### src/rtl/ddr2pe_dispatch.sv
// DDR-to-PE instruction dispatcher: queued DDR read instructions issue
// against a per-target / per-channel busy scoreboard.
module ddr2pe_dispatch #(
  parameter int PE_NUM  = 32,
  parameter int INS_W   = 64,
  parameter int TGT_NUM = 4,
  parameter int DDR_CH  = 2,
  parameter int ADDR_W  = 32,
  parameter int BURST_W = 8,
  parameter int Q_DEPTH = 4
) (
  input  logic                       clk,
  input  logic                       rst,
  input  logic [3:0]                 layer_type,
  input  logic [7:0]                 image_width,
  input  logic [3:0]                 in_ch_seg,
  input  logic                       ins_valid,
  output logic                       ins_ready,
  input  logic [INS_W-1:0]           ins,
  output logic [TGT_NUM-1:0]         tgt_start,
  input  logic [TGT_NUM-1:0]         tgt_done,
  output logic [3:0]                 conf_mode,
  output logic [7:0]                 conf_size,
  output logic [3:0]                 conf_row_num,
  output logic [3:0]                 conf_pix_num,
  output logic                       conf_depool,
  output logic [PE_NUM-1:0]          conf_mask,
  output logic [DDR_CH-1:0]          ddr_start,
  input  logic [DDR_CH-1:0]          ddr_done,
  output logic [DDR_CH*ADDR_W-1:0]   ddr_st_addr,
  output logic [DDR_CH*BURST_W-1:0]  ddr_burst,
  output logic [DDR_CH*ADDR_W-1:0]   ddr_step,
  output logic [DDR_CH*BURST_W-1:0]  ddr_burst_num,
  output logic [DDR_CH*2-1:0]        ddr_src_sel,
  output logic                       idle,
  output logic                       err_ch
);

  localparam int AW = $clog2(Q_DEPTH);
  localparam logic [AW:0] Q_FULL = (AW+1)'(Q_DEPTH);
  localparam logic [2:0] CH_LIM = 3'(DDR_CH);
  localparam logic [PE_NUM-1:0] PE_ONE = PE_NUM'(1);
  localparam logic [PE_NUM-1:0] PE_NIB = PE_NUM'(4'hF);

  typedef struct packed {
    logic [3:0]  tgt;
    logic [1:0]  ch;
    logic        str;
    logic [4:0]  buf_id;
    logic        dp;
    logic [3:0]  row;
    logic [3:0]  pix;
    logic [7:0]  size;
    logic [31:0] addr;
  } ins_t;

  ins_t             mem_q [Q_DEPTH];
  logic [AW-1:0]    wp_q, rp_q;
  logic [AW:0]      cnt_q, cnt_d;
  logic [TGT_NUM-1:0] busy_tgt_q, busy_tgt_d;
  logic [DDR_CH-1:0]  busy_ch_q, busy_ch_d;

  logic [TGT_NUM-1:0] tgt_start_q;
  logic [DDR_CH-1:0]  ddr_start_q;
  logic [3:0]         mode_q;
  logic [7:0]         size_q;
  logic [3:0]         row_q, pix_q;
  logic               dp_q;
  logic [PE_NUM-1:0]  mask_q;
  logic               idle_q, err_q;

  logic [ADDR_W-1:0]  st_addr_q [DDR_CH];
  logic [BURST_W-1:0] burst_q   [DDR_CH];
  logic [ADDR_W-1:0]  step_q    [DDR_CH];
  logic [BURST_W-1:0] bnum_q    [DDR_CH];
  logic [1:0]         src_q     [DDR_CH];

  ins_t ins_f, hd;
  logic wr_en, empty, full;
  logic [TGT_NUM-1:0] hd_tgt;
  logic [DDR_CH-1:0]  ch_oh;
  logic hd_nop, ch_ok, ch_busy, tgt_free;
  logic pop, issue, bad;
  logic [PE_NUM-1:0]  d_mask;
  logic [ADDR_W-1:0]  d_addr, d_step;
  logic [BURST_W-1:0] d_burst, d_bnum;
  logic [1:0]         d_src;
  logic [31:0]        pb, pw;
  logic               idle_d;
  logic               unused_ok;

  assign ins_f = '{tgt: ins[63:60], ch: ins[59:58], str: ins[57],
                   buf_id: ins[56:52], dp: ins[48], row: ins[47:44],
                   pix: ins[43:40], size: ins[39:32], addr: ins[31:0]};
  assign unused_ok = ^ins[51:49];

  if (INS_W > 64) begin : g_hi
    logic unused_hi;
    assign unused_hi = ^ins[INS_W-1:64];
  end

  assign empty     = (cnt_q == '0);
  assign full      = (cnt_q == Q_FULL);
  assign ins_ready = !full;
  assign wr_en     = ins_valid && !full;
  assign hd        = mem_q[rp_q];
  assign hd_tgt    = TGT_NUM'(hd.tgt);

  // Head decode and issue decision, all from registered state
  always_comb begin
    hd_nop   = (hd.tgt == 4'h0) && !hd.str && (hd.buf_id == 5'h00);
    ch_ok    = {1'b0, hd.ch} < CH_LIM;
    tgt_free = ((hd_tgt & busy_tgt_q) == '0);
    ch_busy  = 1'b0;
    ch_oh    = '0;
    for (int c = 0; c < DDR_CH; c++) begin
      if (hd.ch == 2'(c)) begin
        ch_busy  = busy_ch_q[c];
        ch_oh[c] = 1'b1;
      end
    end
    pop   = 1'b0;
    issue = 1'b0;
    bad   = 1'b0;
    if (!empty) begin
      if (hd_nop) begin
        pop = 1'b1;
      end else if (!ch_ok) begin
        pop = 1'b1;
        bad = 1'b1;
      end else if (tgt_free && !ch_busy) begin
        pop   = 1'b1;
        issue = 1'b1;
      end
    end
  end

  always_comb begin
    d_mask = '0;
    unique case (1'b1)
      (hd.buf_id == 5'h1F):
        d_mask = '1;
      (hd.buf_id != 5'h1F) && layer_type[0]:
        d_mask = PE_ONE << hd.buf_id;
      (hd.buf_id != 5'h1F) && !layer_type[0]:
        d_mask = PE_NIB << {hd.buf_id, 2'b00};
    endcase
  end

  always_comb begin
    pb      = 32'(hd.pix) * 32'(in_ch_seg);
    pw      = 32'(hd.pix) * 32'(image_width);
    d_addr  = ADDR_W'(hd.addr);
    d_burst = hd.str ? BURST_W'(pb << 5) : BURST_W'(hd.size);
    d_step  = hd.str ? ADDR_W'(pw << 5) : '0;
    d_bnum  = hd.str ? BURST_W'(hd.row) : BURST_W'(1);
    d_src   = 2'b00;
    for (int t = TGT_NUM-1; t >= 0; t--) begin
      if (hd_tgt[t]) d_src = 2'(t);
    end
  end

  // Set on issue wins over a done for a bit that was not busy anyway
  always_comb begin
    cnt_d      = cnt_q + (AW+1)'(wr_en) - (AW+1)'(pop);
    busy_tgt_d = (busy_tgt_q & ~tgt_done) | (issue ? hd_tgt : '0);
    busy_ch_d  = (busy_ch_q & ~ddr_done) | (issue ? ch_oh : '0);
    idle_d     = (cnt_d == '0) && (busy_tgt_d == '0) && (busy_ch_d == '0);
  end

  always_ff @(posedge clk) begin
    if (wr_en) mem_q[wp_q] <= ins_f;
  end

  always_ff @(posedge clk) begin
    if (rst) begin
      wp_q        <= '0;
      rp_q        <= '0;
      cnt_q       <= '0;
      busy_tgt_q  <= '0;
      busy_ch_q   <= '0;
      tgt_start_q <= '0;
      ddr_start_q <= '0;
      mode_q      <= '0;
      size_q      <= '0;
      row_q       <= '0;
      pix_q       <= '0;
      dp_q        <= 1'b0;
      mask_q      <= '0;
      idle_q      <= 1'b1;
      err_q       <= 1'b0;
      for (int c = 0; c < DDR_CH; c++) begin
        st_addr_q[c] <= '0;
        burst_q[c]   <= '0;
        step_q[c]    <= '0;
        bnum_q[c]    <= '0;
        src_q[c]     <= '0;
      end
    end else begin
      if (wr_en) wp_q <= wp_q + AW'(1);
      if (pop)   rp_q <= rp_q + AW'(1);
      cnt_q       <= cnt_d;
      busy_tgt_q  <= busy_tgt_d;
      busy_ch_q   <= busy_ch_d;
      idle_q      <= idle_d;
      tgt_start_q <= issue ? hd_tgt : '0;
      ddr_start_q <= issue ? ch_oh : '0;
      if (bad) err_q <= 1'b1;
      if (issue) begin
        mode_q <= layer_type;
        size_q <= hd.size;
        row_q  <= hd.row;
        pix_q  <= hd.pix;
        dp_q   <= hd.dp;
        mask_q <= d_mask;
      end
      for (int c = 0; c < DDR_CH; c++) begin
        if (issue && ch_oh[c]) begin
          st_addr_q[c] <= d_addr;
          burst_q[c]   <= d_burst;
          step_q[c]    <= d_step;
          bnum_q[c]    <= d_bnum;
          src_q[c]     <= d_src;
        end
      end
    end
  end

  assign tgt_start    = tgt_start_q;
  assign ddr_start    = ddr_start_q;
  assign conf_mode    = mode_q;
  assign conf_size    = size_q;
  assign conf_row_num = row_q;
  assign conf_pix_num = pix_q;
  assign conf_depool  = dp_q;
  assign conf_mask    = mask_q;
  assign idle         = idle_q;
  assign err_ch       = err_q;

  for (genvar c = 0; c < DDR_CH; c++) begin : g_out
    assign ddr_st_addr[c*ADDR_W +: ADDR_W]     = st_addr_q[c];
    assign ddr_burst[c*BURST_W +: BURST_W]     = burst_q[c];
    assign ddr_step[c*ADDR_W +: ADDR_W]        = step_q[c];
    assign ddr_burst_num[c*BURST_W +: BURST_W] = bnum_q[c];
    assign ddr_src_sel[c*2 +: 2]               = src_q[c];
  end

endmodule
### config.mk
export PLATFORM = sky130hd
export DESIGN_NAME = ddr2pe_dispatch
export DESIGN_NICKNAME = d
export VERILOG_FILES = /design/src/rtl/ddr2pe_dispatch.sv
export SDC_FILE = /design/constraint.sdc
export NUM_CORES = 1
export LEC_CHECK = 0
export ABC_CLOCK_PERIOD_IN_PS = 4300
export CORE_MARGIN = 5
export CORE_UTILIZATION = 45
export DETAILED_ROUTE_END_ITERATION = 12
export PLACE_DENSITY = 0.83
export SLEW_MARGIN = 30
export SYNTH_ARGS = -nofsm -noshare
export SYNTH_HDL_FRONTEND = slang
export SYNTH_SLANG_ARGS = --single-unit
### constraint.sdc
create_clock -name clk -period 4.3 [get_ports clk]
set_input_delay 0.86 -clock clk [delete_from_list [all_inputs] [get_ports clk]]
set_output_delay 0.86 -clock clk [all_outputs]
set_load 0.01 [all_outputs]
==> flow_metrics.py <==
metrics = {
    "run_status": {
        "outcome": "complete, no violations",
    },
    "clock_tree": {
        "htree_num_levels": 2,
        "clkLatencyLatePin_ns": 0.57,
        "cts.path.max_buffers": 3,
        "cts.sinks": 436,
        "cts-buffers-inserted": 44,
        "cts_tree": "yes",
        "cts-root-buf": "clkbuf_16",
        "path_clk_slew_ns": 0.06,
    },
    "yosys": {
        "ys_types": 62,
        "ys_seq_area_share_pct": 70.0,
        "synth_area_leaders": "edfxtp_1 (61%), dfxtp_1 (8.6%), mux4_2 (7.5%), a21oi_1 (2.2%), buf_4 (2.1%)",
        "synth_top_area_cell": "edfxtp_1",
        "syn_area_mm2": 0.0176,
        "synthFlopType": "edfxtp_1",
        "synth-seq-cells": 436,
        "ys_warn_count": 0,
        "synth_edf_count": 360,
        "synthCells": 1110,
        "synth_top_area_share_pct": 61.4,
        "avgSynthCellArea_um2": 15.9,
        "async_flop_share_pct": 0,
    },
    "placed_design": {
        "hpwlAfterDp_um": 28000,
        "post-place-ws_ns": -0.170,
        "place_congestion": 0.842,
        "port_buffers": 262,
    },
    "critical_path": {
        "crit_path_end_kind": "flop",
        "cp_data_required_time_ns": 4.61,
        "slowest_stage": "mux4_2",
        "worstPathArrival_ns": 4.38,
        "critPathKind": "flop to flop",
        "crit_path_start_kind": "flop",
        "cp_max_fo": 6,
        "slowest_delay_ns": 0.59,
        "crit_chain": "mux4_2 > and2_1 > fa_1 > inv_1 > fa_1 > inv_1 > ha_1 > a21o_1 > a21oi_2 > o21bai_1 > a2111o_1 > a21oi_1 > nor3b_2",
    },
    "grt": {
        "grt_pass1_vias": 10600,
        "grt_first_pass_wirelength_um": 62400,
        "antenna_found_initial": 10,
        "grt_overflow": 0,
        "grt_max_degree": 72,
        "track_usage_pct": 18.5,
    },
    "timing": {
        "fin_setup_tns_ns": 0,
        "hold_viol": 0,
        "fin_crit_sh_pct": 94.6,
        "setup_ws_ns": 0.230,
        "rsz0062_at_grt": "false",
        "max_slew.worst_pin.slew_ns": 0.823,
        "maxSlewViolCount": 0,
        "skew_ns": 0.00981,
        "setup_viol": 0,
        "relSlewSlack_pct": 45.1,
        "layout_min_cycle_time_ns": 4.07,
        "max_freq_ghz": 0.246,
    },
    "drt": {
        "drtPass1Iterations": 4,
        "drt_iter0_markers": 784,
        "routedWlPerCell_um": 20.9,
        "ant_nets": 0,
        "drt_wl_total_um": 40800,
        "viasPerCell": 5.27,
        "route.detailed.drc": 0,
        "dr_total_vias": 10300,
    },
    "die": {
        "start_util_pct": 45.6,
        "core_region_area_mm2": 0.0386,
        "dieHeight_um": 208,
        "dieArea_mm2": 0.0432,
        "io-pin-count": 315,
        "rows": 72,
        "die_x_um": 208,
    },
    "final_layout": {
        "postLayoutCoreUtil_pct": 57.6,
        "nets": 1523,
        "drive_above_1_share_pct": 13.4,
        "areaGrowthSynthToFinish_pct": 26.4,
        "nFillCells": 2950,
        "final_common_cell": "edfxtp_1",
        "final_cell_mix": "edfxtp_1 (360), clkdlybuf4s50_1 (261), a21oi_1 (75)",
    },
    "power_and_ir_drop": {
        "pwr_density_cell_mw_per_mm2": 660,
        "cellLeakagePower_nw": 7.66,
        "vdd_ir_drop_max_uv": 453,
        "total_power_mw": 14.7,
    },
    "min_path": {
        "hold_path.class": "flop to flop",
    },
    "run": {
        "max-cap-violations": 0,
    },
}
-- state kept, by name, summed over array words and instances (netlist names), 2 cells and up, named ones only --
register      cells
bnum_q            8
wp_q              2
cnt_q             3
st_addr_q        64
mem_q           244
rp_q              2
busy_ch_q         2
conf_mode         4
conf_mask        32
step_q           24
src_q             4
conf_row_num      4
conf_pix_num      4
busy_tgt_q        4
burst_q          16
tgt_start         4
ddr_start         2
conf_size         8
-- area by class of cell --
type	count	area (um2)	area share, %
sequential	436	12300	55.5
multi-input combinational	583	4750	21.3
timing repair buffer	301	3000	13.5
clock buffer	52	1150	5.17
tap	518	648	2.91
clock inverter	28	238	1.07
inverter	32	120	0.540
antenna	2	5.00	0.0225
-- worst max-delay path, delay by kind of cell, from the launching register on --
family          cells  cell delay, ns
compound gates      5            1.05
fa+ha+maj           3            1.37
buf+inv             2            0.10
flops               1            0.42
mux                 1            0.59
simple gates        2            0.28
-- per-layer routing --
layer | routed length [um] | global-route usage, %
met1 | 15800 | 22.6
met2 | 20400 | 31.1
met3 | 3340 | 6.56
met4 | 1210 | 5.71
met5 | 95 | 0
-- final timing paths --
kind,from,to,slack [ns],cells after the start
hold reg to reg,conf_mask[31],conf_mask[31],0.48,2
setup / recovery,flop,step_q[0][15],0.23,13
hold / removal,conf_mask[31],conf_mask[31],0.48,2
setup reg to reg,flop,step_q[0][15],0.23,13
-- cell families (layout without fill, tap and decap cells) --
group / after synthesis / after routing / share of synthesized area, %
xor+xnor: 14 / 14 / 0.696
simple gates: 251 / 251 / 7.70
buf+inv: 138 / 413 / 4.29
mux: 67 / 67 / 8.22
flops: 436 / 436 / 70.0
fa+ha+maj: 36 / 36 / 3.11
other cells: 1 / 50 / 0.0213
compound gates: 167 / 167 / 5.91
-- synthesized netlist by cell type, types with 9 or more instances --
master and count:
o21ai_0 35, ha_1 23, nand4_1 10, buf_4 50, edfxtp_1 360, fa_1 13, nor2b_1 40, mux4_2 59
buf_2 10, xnor2_1 9, and2_1 42, inv_1 31, clkbuf_1 36, dfxtp_1 76, a211oi_1 20, nand2_1 38
a21oi_1 76, nor2_1 30, nor3_1 21, nand3_1 36
-- metrics by stage --
step,instances,hold WS (ns),instance area (um2)
after CTS,1948,0.482,22200
after detailed placement,1868,0.468,20800
after floorplan,1157,0.451,17800
after global placement,1864,0.459,20700
after global routing,1951,0.503,22200
final,1952,0.477,22200
-- repair_timing --
item | 4_1_cts | 5_1_grt
buffers inserted | 0 | 2
gates resized for setup | 0 | 7
setup endpoints to repair | 0 | 5
hold buffers | 0 | 0
-- where the power goes --
group / switching [mW] / leakage, nW / total (mW) / internal (mW)
sequential: 0.324 / 4.07 / 5.86 / 5.53
combinational: 2.73 / 2.91 / 5.18 / 2.46
clock: 1.59 / 0.682 / 3.65 / 2.06
Power figures use the tool's default switching activity.
